## config.mk

```make
export PLATFORM = sky130hd
export DESIGN_NAME = mem_bus_ctrl
export DESIGN_NICKNAME = d
export VERILOG_FILES = /design/src/rtl/mem_bus_ctrl.sv
export SDC_FILE = /design/constraint.sdc
export NUM_CORES = 1
export LEC_CHECK = 0
export ABC_CLOCK_PERIOD_IN_PS = 3060
export BUFFER_PORTS_ARGS = -buffer_cell sky130_fd_sc_hd__buf_2
export CORE_MARGIN = 4
export CORE_UTILIZATION = 48
export CTS_CLUSTER_DIAMETER = 30
export DETAILED_ROUTE_END_ITERATION = 16
export PLACE_DENSITY = 0.79
export REMOVE_ABC_BUFFERS = 1
export SLEW_MARGIN = 10
export SYNTH_ARGS = -nofsm -noshare
export SYNTH_HDL_FRONTEND = slang
export SYNTH_SLANG_ARGS = --single-unit
export TNS_END_PERCENT = 100
```

## constraint.sdc

```tcl
create_clock -name mci_clk -period 3.06 [get_ports mci_clk]
set_input_delay 0.153 -clock mci_clk [delete_from_list [all_inputs] [get_ports mci_clk]]
set_output_delay 0.153 -clock mci_clk [all_outputs]
set_load 0.05 [all_outputs]
```

## src/rtl/mem_bus_ctrl.sv

```systemverilog
// MEM-stage bus controller: sequences RAM1 SRAM and UART accesses on the
// shared data bus, holding busy for the duration of each access.
module mem_bus_ctrl #(
    parameter int unsigned RAM_WAIT  = 1,
    parameter logic [15:0] UART_DATA = 16'hBF00,
    parameter logic [15:0] UART_STAT = 16'hBF01
) (
    input  logic        mci_clk,
    input  logic        mci_rst,
    input  logic        mci_req,
    input  logic [1:0]  mci_rwe,
    input  logic [15:0] mci_addr,
    input  logic [15:0] mci_wdata,
    output logic [15:0] mco_rdata,
    output logic        mco_done,
    output logic        mco_busy,
    output logic        mco_ram1_en,
    output logic        mco_ram1_we,
    output logic        mco_ram1_oe,
    output logic [15:0] mco_ram1_addr,
    output logic [15:0] mco_ram1_dout,
    output logic        mco_ram1_drive,
    input  logic [15:0] mci_ram1_din,
    input  logic        mci_uart_tbre,
    input  logic        mci_uart_tsre,
    input  logic        mci_uart_data_ready,
    output logic        mco_uart_wrn,
    output logic        mco_uart_rdn
);

    typedef enum logic [2:0] {
        IDLE, RAM_RD, RAM_WR, U_RD, U_WR, U_TBRE, U_TSRE, DONE
    } state_e;

    localparam logic [3:0] CNT_INIT = 4'(RAM_WAIT - 1);

    state_e      state_q, state_d;
    logic [3:0]  cnt_q, cnt_d;
    logic [15:0] rdata_q, rdata_d;
    logic [15:0] addr_q, addr_d;
    logic [15:0] dout_q, dout_d;
    logic        done_q, done_d;
    logic        busy_q, busy_d;
    logic        en_q, en_d;
    logic        we_q, we_d;
    logic        oe_q, oe_d;
    logic        drive_q, drive_d;
    logic        wrn_q, wrn_d;
    logic        rdn_q, rdn_d;
    logic        acc_rd;

    always_comb begin
        state_d = state_q;
        cnt_d   = cnt_q;
        rdata_d = rdata_q;
        addr_d  = addr_q;
        dout_d  = dout_q;
        done_d  = 1'b0;
        busy_d  = busy_q;
        en_d    = en_q;
        we_d    = we_q;
        oe_d    = oe_q;
        drive_d = drive_q;
        wrn_d   = wrn_q;
        rdn_d   = rdn_q;
        acc_rd  = (mci_rwe == 2'b01);
        unique case (state_q)
            IDLE: begin
                if (mci_req && (mci_rwe == 2'b01 || mci_rwe == 2'b10)) begin
                    busy_d = 1'b1;
                    addr_d = mci_addr;
                    dout_d = mci_wdata;
                    cnt_d  = CNT_INIT;
                    if (mci_addr == UART_STAT) begin
                        state_d = DONE;
                        if (acc_rd)
                            rdata_d = {14'b0, mci_uart_data_ready,
                                       mci_uart_tbre & mci_uart_tsre};
                    end else if (mci_addr == UART_DATA) begin
                        if (acc_rd) begin
                            state_d = U_RD;
                        end else begin
                            state_d = U_WR;
                            drive_d = 1'b1;
                            wrn_d   = 1'b0;
                        end
                    end else if (acc_rd) begin
                        state_d = RAM_RD;
                        en_d    = 1'b0;
                        oe_d    = 1'b0;
                        drive_d = 1'b0;
                    end else begin
                        state_d = RAM_WR;
                        en_d    = 1'b0;
                        we_d    = 1'b0;
                        drive_d = 1'b1;
                    end
                end
            end
            RAM_RD: begin
                if (cnt_q == 4'd0) begin
                    rdata_d = mci_ram1_din;
                    en_d    = 1'b1;
                    oe_d    = 1'b1;
                    state_d = DONE;
                end else begin
                    cnt_d = cnt_q - 4'd1;
                end
            end
            RAM_WR: begin
                // drive stays up into DONE so data outlasts the WE rise
                if (cnt_q == 4'd0) begin
                    en_d    = 1'b1;
                    we_d    = 1'b1;
                    state_d = DONE;
                end else begin
                    cnt_d = cnt_q - 4'd1;
                end
            end
            U_RD: begin
                if (!rdn_q) begin
                    rdata_d = {8'b0, mci_ram1_din[7:0]};
                    rdn_d   = 1'b1;
                    state_d = DONE;
                end else if (mci_uart_data_ready) begin
                    rdn_d = 1'b0;
                end
            end
            U_WR: begin
                wrn_d   = 1'b1;
                state_d = U_TBRE;
            end
            U_TBRE: begin
                if (mci_uart_tbre)
                    state_d = U_TSRE;
            end
            U_TSRE: begin
                if (mci_uart_tsre)
                    state_d = DONE;
            end
            DONE: begin
                done_d  = 1'b1;
                busy_d  = 1'b0;
                drive_d = 1'b0;
                state_d = IDLE;
            end
            default: state_d = IDLE;
        endcase
    end

    always_ff @(posedge mci_clk) begin
        if (!mci_rst) begin
            state_q <= IDLE;
            cnt_q   <= 4'd0;
            rdata_q <= 16'd0;
            addr_q  <= 16'd0;
            dout_q  <= 16'd0;
            done_q  <= 1'b0;
            busy_q  <= 1'b0;
            en_q    <= 1'b1;
            we_q    <= 1'b1;
            oe_q    <= 1'b1;
            drive_q <= 1'b0;
            wrn_q   <= 1'b1;
            rdn_q   <= 1'b1;
        end else begin
            state_q <= state_d;
            cnt_q   <= cnt_d;
            rdata_q <= rdata_d;
            addr_q  <= addr_d;
            dout_q  <= dout_d;
            done_q  <= done_d;
            busy_q  <= busy_d;
            en_q    <= en_d;
            we_q    <= we_d;
            oe_q    <= oe_d;
            drive_q <= drive_d;
            wrn_q   <= wrn_d;
            rdn_q   <= rdn_d;
        end
    end

    assign mco_rdata      = rdata_q;
    assign mco_done       = done_q;
    assign mco_busy       = busy_q;
    assign mco_ram1_en    = en_q;
    assign mco_ram1_we    = we_q;
    assign mco_ram1_oe    = oe_q;
    assign mco_ram1_addr  = addr_q;
    assign mco_ram1_dout  = dout_q;
    assign mco_ram1_drive = drive_q;
    assign mco_uart_wrn   = wrn_q;
    assign mco_uart_rdn   = rdn_q;

endmodule

```

After elaboration in Yosys (flattened, before gate mapping)
Cells that the tools add are included.
{"block": "totals", "inputBits": 56, "word_cells": 111, "regBits": 63}
{"block": "classes", "n_reduce_logical": 21, "muxes": 49, "n_bitwise": 1, "addsub": 1, "n_eq_ne": 26}
{"op": "$mux 16", "n": 5}
{"op": "$pmux 16 s3", "n": 1}
{"op": "$eq 16x16->1 const B", "n": 2}
{"op": "$ne 2x2->1 const B", "n": 13}
{"op": "$mux 1", "n": 24}
{"op": "$mux 3", "n": 8}
{"op": "$pmux 3 s7", "n": 1}
{"op": "$reduce_and 6->1", "n": 3}
{"op": "$reduce_and 5->1", "n": 3}
{"op": "$eq 3x3->1 const B", "n": 4}
{"op": "$pmux 1 s2", "n": 6}
{"op": "$reduce_bool 2->1", "n": 5}
{"op": "$mux 4", "n": 2}
{"op": "$pmux 4 s2", "n": 1}
{"op": "$eq 3x2->1 const B", "n": 2}
{"op": "$logic_not 4->1", "n": 1}
{"op": "$reduce_and 2->1", "n": 2}
{"op": "$reduce_and 4->1", "n": 1}
{"op": "$sub 4x1->4 const B", "n": 1}
{"op": "$eq 3x1->1 const B", "n": 1}
{"op": "$logic_not 3->1", "n": 1}
{"op": "$ne 3x3->1 const B", "n": 1}
{"op": "$reduce_and 3->1", "n": 1}
{"op": "$reduce_bool 3->1", "n": 1}
{"op": "other kinds (8)", "n": 8}

Longest topological paths before layout
Gate-level depths: netlist of run 1.
{"block": "depth", "depth_word": 6, "ltp_mapped": 8, "mapped_depth_nobuf": 7}

Worst setup path after synthesis of run 1
Ideal clock, no wire load.
{"block": "synth_timing", "path_type": "input port to flip-flop", "startpoint": "input port mci_addr[4]", "endpoint": "register state_q[1]", "n_path_buf": 0, "setup_slack_ns": 0.786, "path_stages": 7, "arrival_ns": 2.154, "required_ns": 2.940, "setup_ns": 0.120, "cell_sequence": "or4_1 -> or4_1 -> nor2_1 -> ha_1 -> nor3_1 -> a21oi_1 -> o31a_1"}
{"block": "synth_via", "elab_chain_len": 5, "elab_cells_between_ends": 6, "classes_between": "2 x eq/ne; 4 x mux"}
{"element": "start, declared", "line": "12", "rtl": "input logic [15:0] mci_addr,"}
{"element": "$eq 16x16->1", "line": "79", "rtl": "end else if (mci_addr == UART_DATA) begin"}
{"element": "$mux 3", "line": "79"}
{"element": "$mux 3 *", "line": "74", "rtl": "if (mci_addr == UART_STAT) begin"}
{"element": "$mux 3 *", "line": "69", "rtl": "if (mci_req && (mci_rwe == 2'b01 || mci_rwe == 2'b10)) begin"}
{"element": "$pmux 3 s7 *", "line": "67", "rtl": "unique case (state_q)"}
{"element": "end signal, assigned", "line": "167", "rtl": "state_q <= state_d;"}
{"element": "end, declared", "line": "37", "rtl": "state_e state_q, state_d;"}
Mark *: on every way between the ends. The rest lies on a longest branch, timed or not. The select of a mux whose other input is x is not followed.
A chain may end at the register's enable or synchronous reset.

Worst setup path in the final report of run 1
Same ends and word-level chain as after synthesis.

==> impl_metrics.py, run 1 <==
metrics = {
    "run_status": {
        "outcome": "completed",
    },
    "clock_tree": {
        "clk_path_buf_depth": 2,
        "cts_setup_buffers": 0,
        "htreeDepth": 3,
        "hold_buffers": 0,
        "cts-resized-gates": 0,
        "cts_buffers": 9,
        "cts.sink_count": 63,
        "cts.clk_slew.worst_paths_ns": 0.08,
        "clock_latency_ns": 0.33,
        "cts_tree": "built",
        "root_buffer": "clkbuf_8",
    },
    "critical_path": {
        "r2r_slack_ns": 0.92,
        "required_ns": 3.28,
        "crit_path_end_kind": "register",
        "start_kind": "input pin",
        "path_max_fanout": 3,
        "crit_arrival_ns": 2.47,
        "crit_type": "input pin to register",
    },
    "sta": {
        "hold_ws_ns": 0.0516,
        "skew_ns": 0.0109,
        "fin_setup_tns_ns": 0,
        "slew_viol_final": 0,
        "max_slew.worst_pin.slew_ns": 0.849,
        "slew_headroom_pct": 43.0,
        "fin_crit_ns": 2.26,
        "rsz0062_at_grt": "no",
        "finalCritPeriodShare_pct": 73.7,
        "setup_violations": 0,
        "max_freq_ghz": 0.443,
        "hold_viol_final": 0,
    },
    "placed_design": {
        "place.gp.congestion": 0.865,
        "dp_hpwl_um": 5050,
        "portBuffers": 111,
        "placed_cells": 505,
    },
    "die": {
        "row_count": 27,
        "ios": 112,
        "die_h_um": 84.0,
        "fp.dieW_um": 84.0,
        "die_area_mm2": 0.00705,
        "start_util_pct": 50.0,
        "core-area_mm2": 0.00554,
    },
    "hold_path": {
        "hold_path.class": "input pin to register",
    },
    "synthesis": {
        "synth-edff-count": 0,
        "synth_seq_cells": 63,
        "synthesis.instances": 340,
        "synth_cell_type_count": 46,
        "syn_area_mm2": 0.00277,
        "synth-seq-area-share_pct": 45.5,
        "synthFlopType": "dfxtp_1",
        "yosysTopAreaCell": "dfxtp_1",
        "synth_top_area_share_pct": 45.5,
        "yosys-top-cells-area": "dfxtp_1, nand2_1, a21oi_1",
        "synth_area_per_cell_um2": 8.14,
        "postSynth.asyncResetShare_pct": 0,
        "ys_warn_count": 0,
    },
    "routing": {
        "top_layer_used": "met4",
        "via_per_inst": 5.22,
        "final_antenna_net_count": 0,
        "met1Wirelength_um": 2970,
        "dr_wl_met3_um": 739,
        "drc": 0,
        "dr.pass1.iters": 4,
        "wl_met2_um": 3240,
        "wirelength_um": 7000,
        "first_iter_violations": 164,
        "wl_per_cell_um": 13.4,
        "num_vias": 2721,
    },
    "pwr": {
        "ir_drop_mv": 0.446,
        "p_leak_nw": 1.64,
        "p_per_area_mw_per_mm2": 846,
    },
    "grt": {
        "grt_max_degree": 38,
        "antenna_found_initial": 0,
        "grt_usage_pct": 20.1,
        "first_global_vias": 2638,
        "grt_overflow": 0,
        "grt_pass1_wl_um": 11700,
    },
    "final_layout": {
        "fill_cells": 512,
        "antenna_cells": 0,
        "layout-drive-gt1-share_pct": 31.6,
        "synthToLayoutAreaGrowth_pct": 28.2,
        "nets": 506,
        "finalNonFillerCells": 521,
    },
    "flow_run": {
        "max_cap_violations": 0,
    },
}
critical path: stages:
cell     delay, ns
buf_2         0.10
or4_1         0.60
or4_1         0.56
nor2_1        0.24
ha_1          0.29
nor3_1        0.16
a21oi_1       0.06
o31a_1        0.30
worst paths after layout:
kind	cells past startpoint	end	startpoint
setup / recovery	8	state_q[1]	mci_addr[4]
hold / removal	3	mco_ram1_dout[11]	mci_wdata[11]
setup reg to reg	4	mco_rdata[12]	state_q[0]
hold reg to reg	2	mco_ram1_addr[13]	mco_ram1_addr[13]
kinds of logic (layout without fill, tap and decap cells):
kind of cell	after synthesis	after routing	share of synthesized area (%)
AOI/OAI and AO/OA	62	62	13.6
xor gates and xnor gates	1	1	0.316
buffers and inverters	28	137	4.07
muxes	18	18	6.55
and+or+nand+nor	162	162	27.2
DFF	63	63	45.5
adders and majority gates	6	6	2.71
cell usage in the layout (no fill, tap or decap), types with 2 or more instances in the layout:
cell type,count
buf_4,3
or3_1,3
o31ai_1,3
nand2_1,106
buf_2,111
nand2b_1,2
inv_1,5
or4_1,2
o41ai_1,2
nand3b_1,2
clkinv_2,2
nand3_1,4
nor2_1,12
inv_2,2
mux2i_1,17
o21ai_0,6
dfxtp_1,63
nor4_1,2
or3b_2,2
nor3_1,12
and3_1,2
clkinvlp_4,2
or2_2,2
a21oi_1,38
clkbuf_8,9
ha_1,6
nand4b_1,2
nor3b_1,2
nand4bb_1,2
area by class of cell:
cell class,count,area [um2],area share (%)
clock inverter,7,72.6,2.04
inverter,7,26.3,0.740
clock buffer,9,124,3.49
tap,72,90.1,2.54
multi-input combinational,249,1400,39.4
sequential,63,1260,35.5
timing repair buffer,114,578,16.3
power by group:
group          total, mW  switching, mW  internal [mW]
logic               1.19          0.793          0.402
clock network      0.708          0.331          0.377
registers           1.10          0.152          0.948
sequential cells by signal, indices dropped and copies added, names as in the netlist, 3 cells and up:
signal / count
mco_ram1_dout: 16
cnt_q: 4
mco_ram1_addr: 16
state_q: 3
mco_rdata: 16
cell usage after synthesis, drive strengths merged (3+ instances only):
library cell and instances:
mux2i 17, nor4 4, buf 5, or3 3
nand3 4, o21ai 6, clkbuf 16, dfxtp 63
o31ai 3, nor3 12, inv 7, ha 6
nand2 106, nor2 13, a21oi 38
per-layer routing:
metal  GRT usage (%)  vias to the layer above
met5               0                        -
met4            7.75                        0
met3            7.90                        6
met2            33.3                      108
met1            23.2                     1236
li1                -                     1371
metrics by stage:
step	cell area, um2	setup WS [ns]	utilization, %	power, mW
4_1_cts	3550	0.822	64.1	3.02
3_3_place_gp	3350	0.580	60.5	2.29
2_1_floorplan	2680	0.722	-	1.97
3_5_place_dp	3350	0.502	60.5	2.30
6_report	3550	0.804	64.1	3.00
5_1_grt	3550	0.630	64.1	3.19
Power figures use the tool's default switching activity.
==> inputs of run 2 (changes only) <==
--- a/config.mk
+++ b/config.mk
@@ -5,7 +5,7 @@
 export SDC_FILE = /design/constraint.sdc
 export NUM_CORES = 1
 export LEC_CHECK = 0
-export ABC_CLOCK_PERIOD_IN_PS = 3060
+export ABC_CLOCK_PERIOD_IN_PS = 2200
 export BUFFER_PORTS_ARGS = -buffer_cell sky130_fd_sc_hd__buf_2
 export CORE_MARGIN = 4
 export CORE_UTILIZATION = 48
==> constraint.sdc (replaced) <==
create_clock -name mci_clk -period 2.2 [get_ports mci_clk]
set_input_delay 0.11 -clock mci_clk [delete_from_list [all_inputs] [get_ports mci_clk]]
set_output_delay 0.11 -clock mci_clk [all_outputs]
set_load 0.05 [all_outputs]
==> impl_metrics.py, run 2 (synthesis results as in run 1) <==
metrics = {
    "run_status": {
        "outcome": "completed",
    },
    "critical_path": {
        "crit_end": "state_q[1]",
        "path_max_fanout": 3,
        "worstRegToRegCells": 6,
        "required_ns": 2.43,
        "cp_slowest_cell": "or4b_4",
        "crit_type": "input pin to register",
        "worstPathCellList": "buf_2 > or4b_4 > or4_1 > nor2_1 > ha_1 > nor3_1 > a21oi_1 > o31a_1",
        "crit_path_end_kind": "register",
        "crit_arrival_ns": 2.27,
        "cp-startpoint": "mci_addr[1]",
        "start_kind": "input pin",
        "rr_startpoint": "cnt_q[0]",
        "cpPeakStageDelay_ns": 0.57,
        "reg2reg_to": "cnt_q[3]",
        "r2r_slack_ns": 0.23,
    },
    "grt": {
        "first_global_vias": 2645,
        "grt_max_degree": 38,
        "grt_overflow": 0,
        "antenna_found_initial": 0,
        "grt_pass1_wl_um": 12100,
        "grt_usage_pct": 21.0,
    },
    "die": {
        "fp.dieW_um": 84.0,
        "ios": 112,
        "row_count": 27,
        "die_area_mm2": 0.00705,
        "core-area_mm2": 0.00554,
        "start_util_pct": 50.0,
        "die_h_um": 84.0,
    },
    "hold_path": {
        "hold_path.class": "input pin to register",
    },
    "final_layout": {
        "layout-drive-gt1-share_pct": 32.3,
        "antenna_cells": 0,
        "synthToLayoutAreaGrowth_pct": 36.1,
        "layout_common_cells": "buf_2, nand2_1, dfxtp_1",
        "nets": 528,
        "final_util_pct": 68.0,
        "final_common_cell": "buf_2",
        "multi_input_area_mm2": 0.00140,
        "postLayoutCellArea_mm2": 0.00377,
        "register_area_mm2": 0.00126,
        "fill_cells": 472,
    },
    "placed_design": {
        "dp_hpwl_um": 5090,
        "portBuffers": 111,
        "place.gp.congestion": 0.897,
        "pre_cts_slack_ns": -0.179,
        "dpl_cell_area_mm2": 0.00343,
    },
    "flow_run": {
        "max_cap_violations": 0,
    },
    "sta": {
        "max_freq_ghz": 0.490,
        "setup_violations": 0,
        "setup_ws_ns": 0.160,
        "fin_crit_ns": 2.04,
        "slew_viol_final": 0,
        "finalCritPeriodShare_pct": 92.7,
        "skew_ns": 0.00790,
        "max_slew.worst_pin.slew_ns": 0.719,
        "hold_viol_final": 0,
        "rsz0062_at_grt": "no",
        "slew_headroom_pct": 52.0,
    },
    "clock_tree": {
        "cts.sink_count": 63,
        "clk_path_buf_depth": 2,
        "htreeDepth": 3,
        "cts_buffers": 9,
        "clock_latency_ns": 0.34,
        "cts_setup_buffers": 0,
        "cts_tree": "built",
        "cts.clk_slew.worst_paths_ns": 0.07,
        "root_buffer": "clkbuf_8",
    },
    "routing": {
        "top_layer_used": "met4",
        "first_iter_violations": 216,
        "drc": 0,
        "wl_met2_um": 3430,
        "num_vias": 2818,
        "dr_wl_met3_um": 691,
        "final_antenna_net_count": 0,
        "wirelength_um": 7320,
        "met1Wirelength_um": 3130,
        "wl_per_cell_um": 13.5,
        "via_per_inst": 5.19,
        "dr.pass1.iters": 4,
    },
    "pwr": {
        "finalPower_mw": 4.36,
        "p_per_area_mw_per_mm2": 1160,
        "ir_drop_mv": 0.628,
        "p_leak_nw": 1.76,
    },
}
## run 2: changes by cell type in the layout (fill, tap and decap cells not counted), sizes merged
cell / change
clkinvlp: -2
buf: +10
dlygate4sd3: +12
bufinv: +1
clkinv: +1
## run 2: timing repair
item / in CTS / in global routing
resized for setup: 0 / 0
hold buffers: 12 / 0
endpoints found under the hold margin: 12 / 0
## run 2: final cells by class
type / instances / area share [%]
clock buffers: 9 / 3.29
repair buffers: 136 / 20.5
multi-input cells: 249 / 37.1
inverters: 7 / 0.697
clock inverters: 7 / 2.56
flip-flops and latches: 63 / 33.5
well taps: 72 / 2.39
## run 2: worst min path at each step
stage / startpoint / end / slack [ns] / cells after the start
2_1_floorplan: mci_rst / mco_ram1_we / 0.18 / 1
3_3_place_gp: mci_wdata[10] / mco_ram1_dout[10] / 0.35 / 3
3_5_place_dp: mci_wdata[6] / mco_ram1_dout[6] / 0.36 / 3
4_1_cts: mci_wdata[9] / mco_ram1_dout[9] / 0.0003 / 3
5_1_grt: mci_wdata[12] / mco_ram1_dout[12] / 0.004 / 3
6_report: mci_addr[15] / mco_ram1_addr[15] / 0.01 / 3
## run 2: per-stage QoR
| step | hold slack [ns] | instances | setup TNS [ns] |
|---|---|---|---|
| finish | 0.0121 | 543 | 0 |
| global route | 0.00392 | 543 | 0 |
| CTS | 0.000256 | 543 | 0 |
| detailed placement | 0.356 | 515 | -0.311 |
| global placement | 0.351 | 515 | -0.191 |
| floorplan | 0.182 | 319 | -4.52 |
## run 2: power by group
group | total [mW] | switching [mW] | leakage, nW | internal (mW)
clock | 1.11 | 0.465 | 0.114 | 0.641
combinational | 1.82 | 1.21 | 1.13 | 0.608
sequential | 1.44 | 0.118 | 0.512 | 1.32
## run 2: worst max-delay path: cells and delay by family
kind            cells  cell delay (ns)
buf+inv             1             0.11
fa+ha+maj           1             0.25
simple gates        4             1.46
compound gates      2             0.35
## run 2: routing by layer
metal	global-route usage (%)	vias up
li1	-	1417
met1	26.1	1294
met2	33.0	101
met3	7.50	6
met4	8.77	0
met5	0	-
==> inputs of run 3 (changes only) <==
--- a/config.mk
+++ b/config.mk
@@ -7,11 +7,13 @@
 export LEC_CHECK = 0
 export ABC_CLOCK_PERIOD_IN_PS = 2200
 export BUFFER_PORTS_ARGS = -buffer_cell sky130_fd_sc_hd__buf_2
+export CELL_PAD_IN_SITES_DETAIL_PLACEMENT = 1
+export CELL_PAD_IN_SITES_GLOBAL_PLACEMENT = 2
 export CORE_MARGIN = 4
-export CORE_UTILIZATION = 48
+export CORE_UTILIZATION = 26
 export CTS_CLUSTER_DIAMETER = 30
 export DETAILED_ROUTE_END_ITERATION = 16
-export PLACE_DENSITY = 0.79
+export PLACE_DENSITY_LB_ADDON = 0.1
 export REMOVE_ABC_BUFFERS = 1
 export SLEW_MARGIN = 10
 export SYNTH_ARGS = -nofsm -noshare
==> impl_metrics.py, run 3 (synthesis results as in run 1) <==
metrics = {
    "routing": {
        "wl_per_cell_um": 14.6,
        "dr.pass1.iters": 4,
        "final_antenna_net_count": 0,
        "via_per_inst": 4.56,
        "drc": 0,
        "first_iter_violations": 63,
        "num_vias": 2816,
        "wirelength_um": 8990,
    },
    "clock_tree": {
        "cts.clk_slew.worst_paths_ns": 0.07,
        "htreeDepth": 3,
        "cts-resized-gates": 0,
        "cts_setup_buffers": 0,
        "clock_latency_ns": 0.34,
        "hold_buffers": 17,
        "cts_buffers": 9,
        "root_buffer": "clkbuf_8",
        "cts.sink_count": 63,
        "cts_tree": "built",
        "clk_path_buf_depth": 2,
    },
    "sta": {
        "skew_ns": 0.0124,
        "setup_ws_ns": 0.202,
        "slew_viol_final": 0,
        "max_freq_ghz": 0.501,
        "fin_setup_tns_ns": 0,
        "rsz0062_at_grt": "no",
        "fin_crit_ns": 2.00,
        "max_slew.worst_pin.slew_ns": 0.733,
        "slew_headroom_pct": 51.2,
        "hold_viol_final": 0,
        "setup_violations": 0,
        "finalCritPeriodShare_pct": 90.8,
    },
    "critical_path": {
        "reg2reg_to": "mco_rdata[8]",
        "rr_startpoint": "cnt_q[0]",
        "crit_arrival_ns": 2.22,
        "cp-startpoint": "mci_addr[1]",
        "crit_type": "input pin to register",
        "required_ns": 2.42,
        "start_kind": "input pin",
        "path_max_fanout": 2,
        "r2r_slack_ns": 0.24,
        "crit_end": "state_q[1]",
        "crit_path_end_kind": "register",
        "worstRegToRegCells": 6,
    },
    "grt": {
        "grt_pass1_wl_um": 14800,
        "grt_max_degree": 34,
        "first_global_vias": 3000,
        "antenna_found_initial": 0,
        "grt_usage_pct": 14.6,
        "grt_overflow": 0,
    },
    "flow_run": {
        "max_cap_violations": 0,
    },
    "final_layout": {
        "antenna_cells": 0,
        "layout-drive-gt1-share_pct": 32.4,
        "fill_cells": 1296,
        "final_common_cell": "buf_2",
        "finalNonFillerCells": 617,
        "layout_common_cells": "buf_2, nand2_1, dfxtp_1",
        "synthToLayoutAreaGrowth_pct": 42.5,
        "nets": 538,
    },
    "hold_path": {
        "hold_path.class": "input pin to register",
    },
    "placed_design": {
        "portBuffers": 111,
        "dp_hpwl_um": 6430,
        "placed_cells": 583,
        "pre_cts_slack_ns": -0.163,
        "place.gp.congestion": 0.740,
    },
    "run_status": {
        "outcome": "completed",
    },
    "pwr": {
        "ir_drop_mv": 0.425,
        "p_per_area_mw_per_mm2": 1120,
        "p_leak_nw": 1.79,
        "finalPower_mw": 4.42,
    },
    "die": {
        "fp.dieW_um": 111,
        "die_area_mm2": 0.0124,
        "ios": 112,
        "row_count": 37,
        "core-area_mm2": 0.0104,
        "die_h_um": 111,
        "start_util_pct": 26.7,
    },
}
==> run 3: area by class of cell <==
class | count | area [um2] | area share, %
Tap cell | 136 | 170 | 4.31
Inverter | 7 | 26.3 | 0.666
Timing Repair Buffer | 146 | 876 | 22.2
Clock inverter | 5 | 62.6 | 1.59
Multi-Input combinational cell | 249 | 1400 | 35.4
Sequential cell | 63 | 1260 | 32.0
Clock buffer | 11 | 151 | 3.84
==> run 3: report_power, final <==
group	leakage [nW]	internal, mW	switching (mW)	total, mW
registers	0.512	1.32	0.128	1.45
clock network	0.103	0.594	0.501	1.10
logic	1.18	0.641	1.24	1.88
==> run 3: metal layers <==
layer | up-vias | global-route usage (%) | wire, um
met5 | - | 0 | 0
met4 | 0 | 4.14 | 87
met3 | 7 | 4.31 | 527
met2 | 65 | 25.2 | 4430
met1 | 1307 | 17.5 | 3950
li1 | 1437 | - | -
==> run 3: worst min-delay path by stage <==
stage / startpoint / endpoint / cells after the start
detailed placement: mci_wdata[8] / mco_ram1_dout[8] / 3
global route: mci_wdata[1] / mco_ram1_dout[1] / 3
finish: mci_wdata[1] / mco_ram1_dout[1] / 3
CTS: mci_ram1_din[10] / mco_rdata[10] / 3
floorplan: mci_rst / mco_ram1_we / 1
global placement: mci_wdata[10] / mco_ram1_dout[10] / 3
==> run 3: through the flow <==
step	utilization, %	hold WS, ns	area, um2
6_report	38.0	0.0178	3950
5_1_grt	38.0	0.00564	3950
4_1_cts	37.9	0.00110	3940
3_5_place_dp	34.2	0.358	3550
3_3_place_gp	34.2	0.352	3550
2_1_floorplan	-	0.182	2680
==> run 3: worst max-delay path: stages <==
cell and delay (ns):
buf_2 0.11, or4b_4 0.54, or4_1 0.58, nor2_1 0.16, ha_1 0.25, nor3_1 0.13, a21oi_1 0.06, o31a_1 0.28
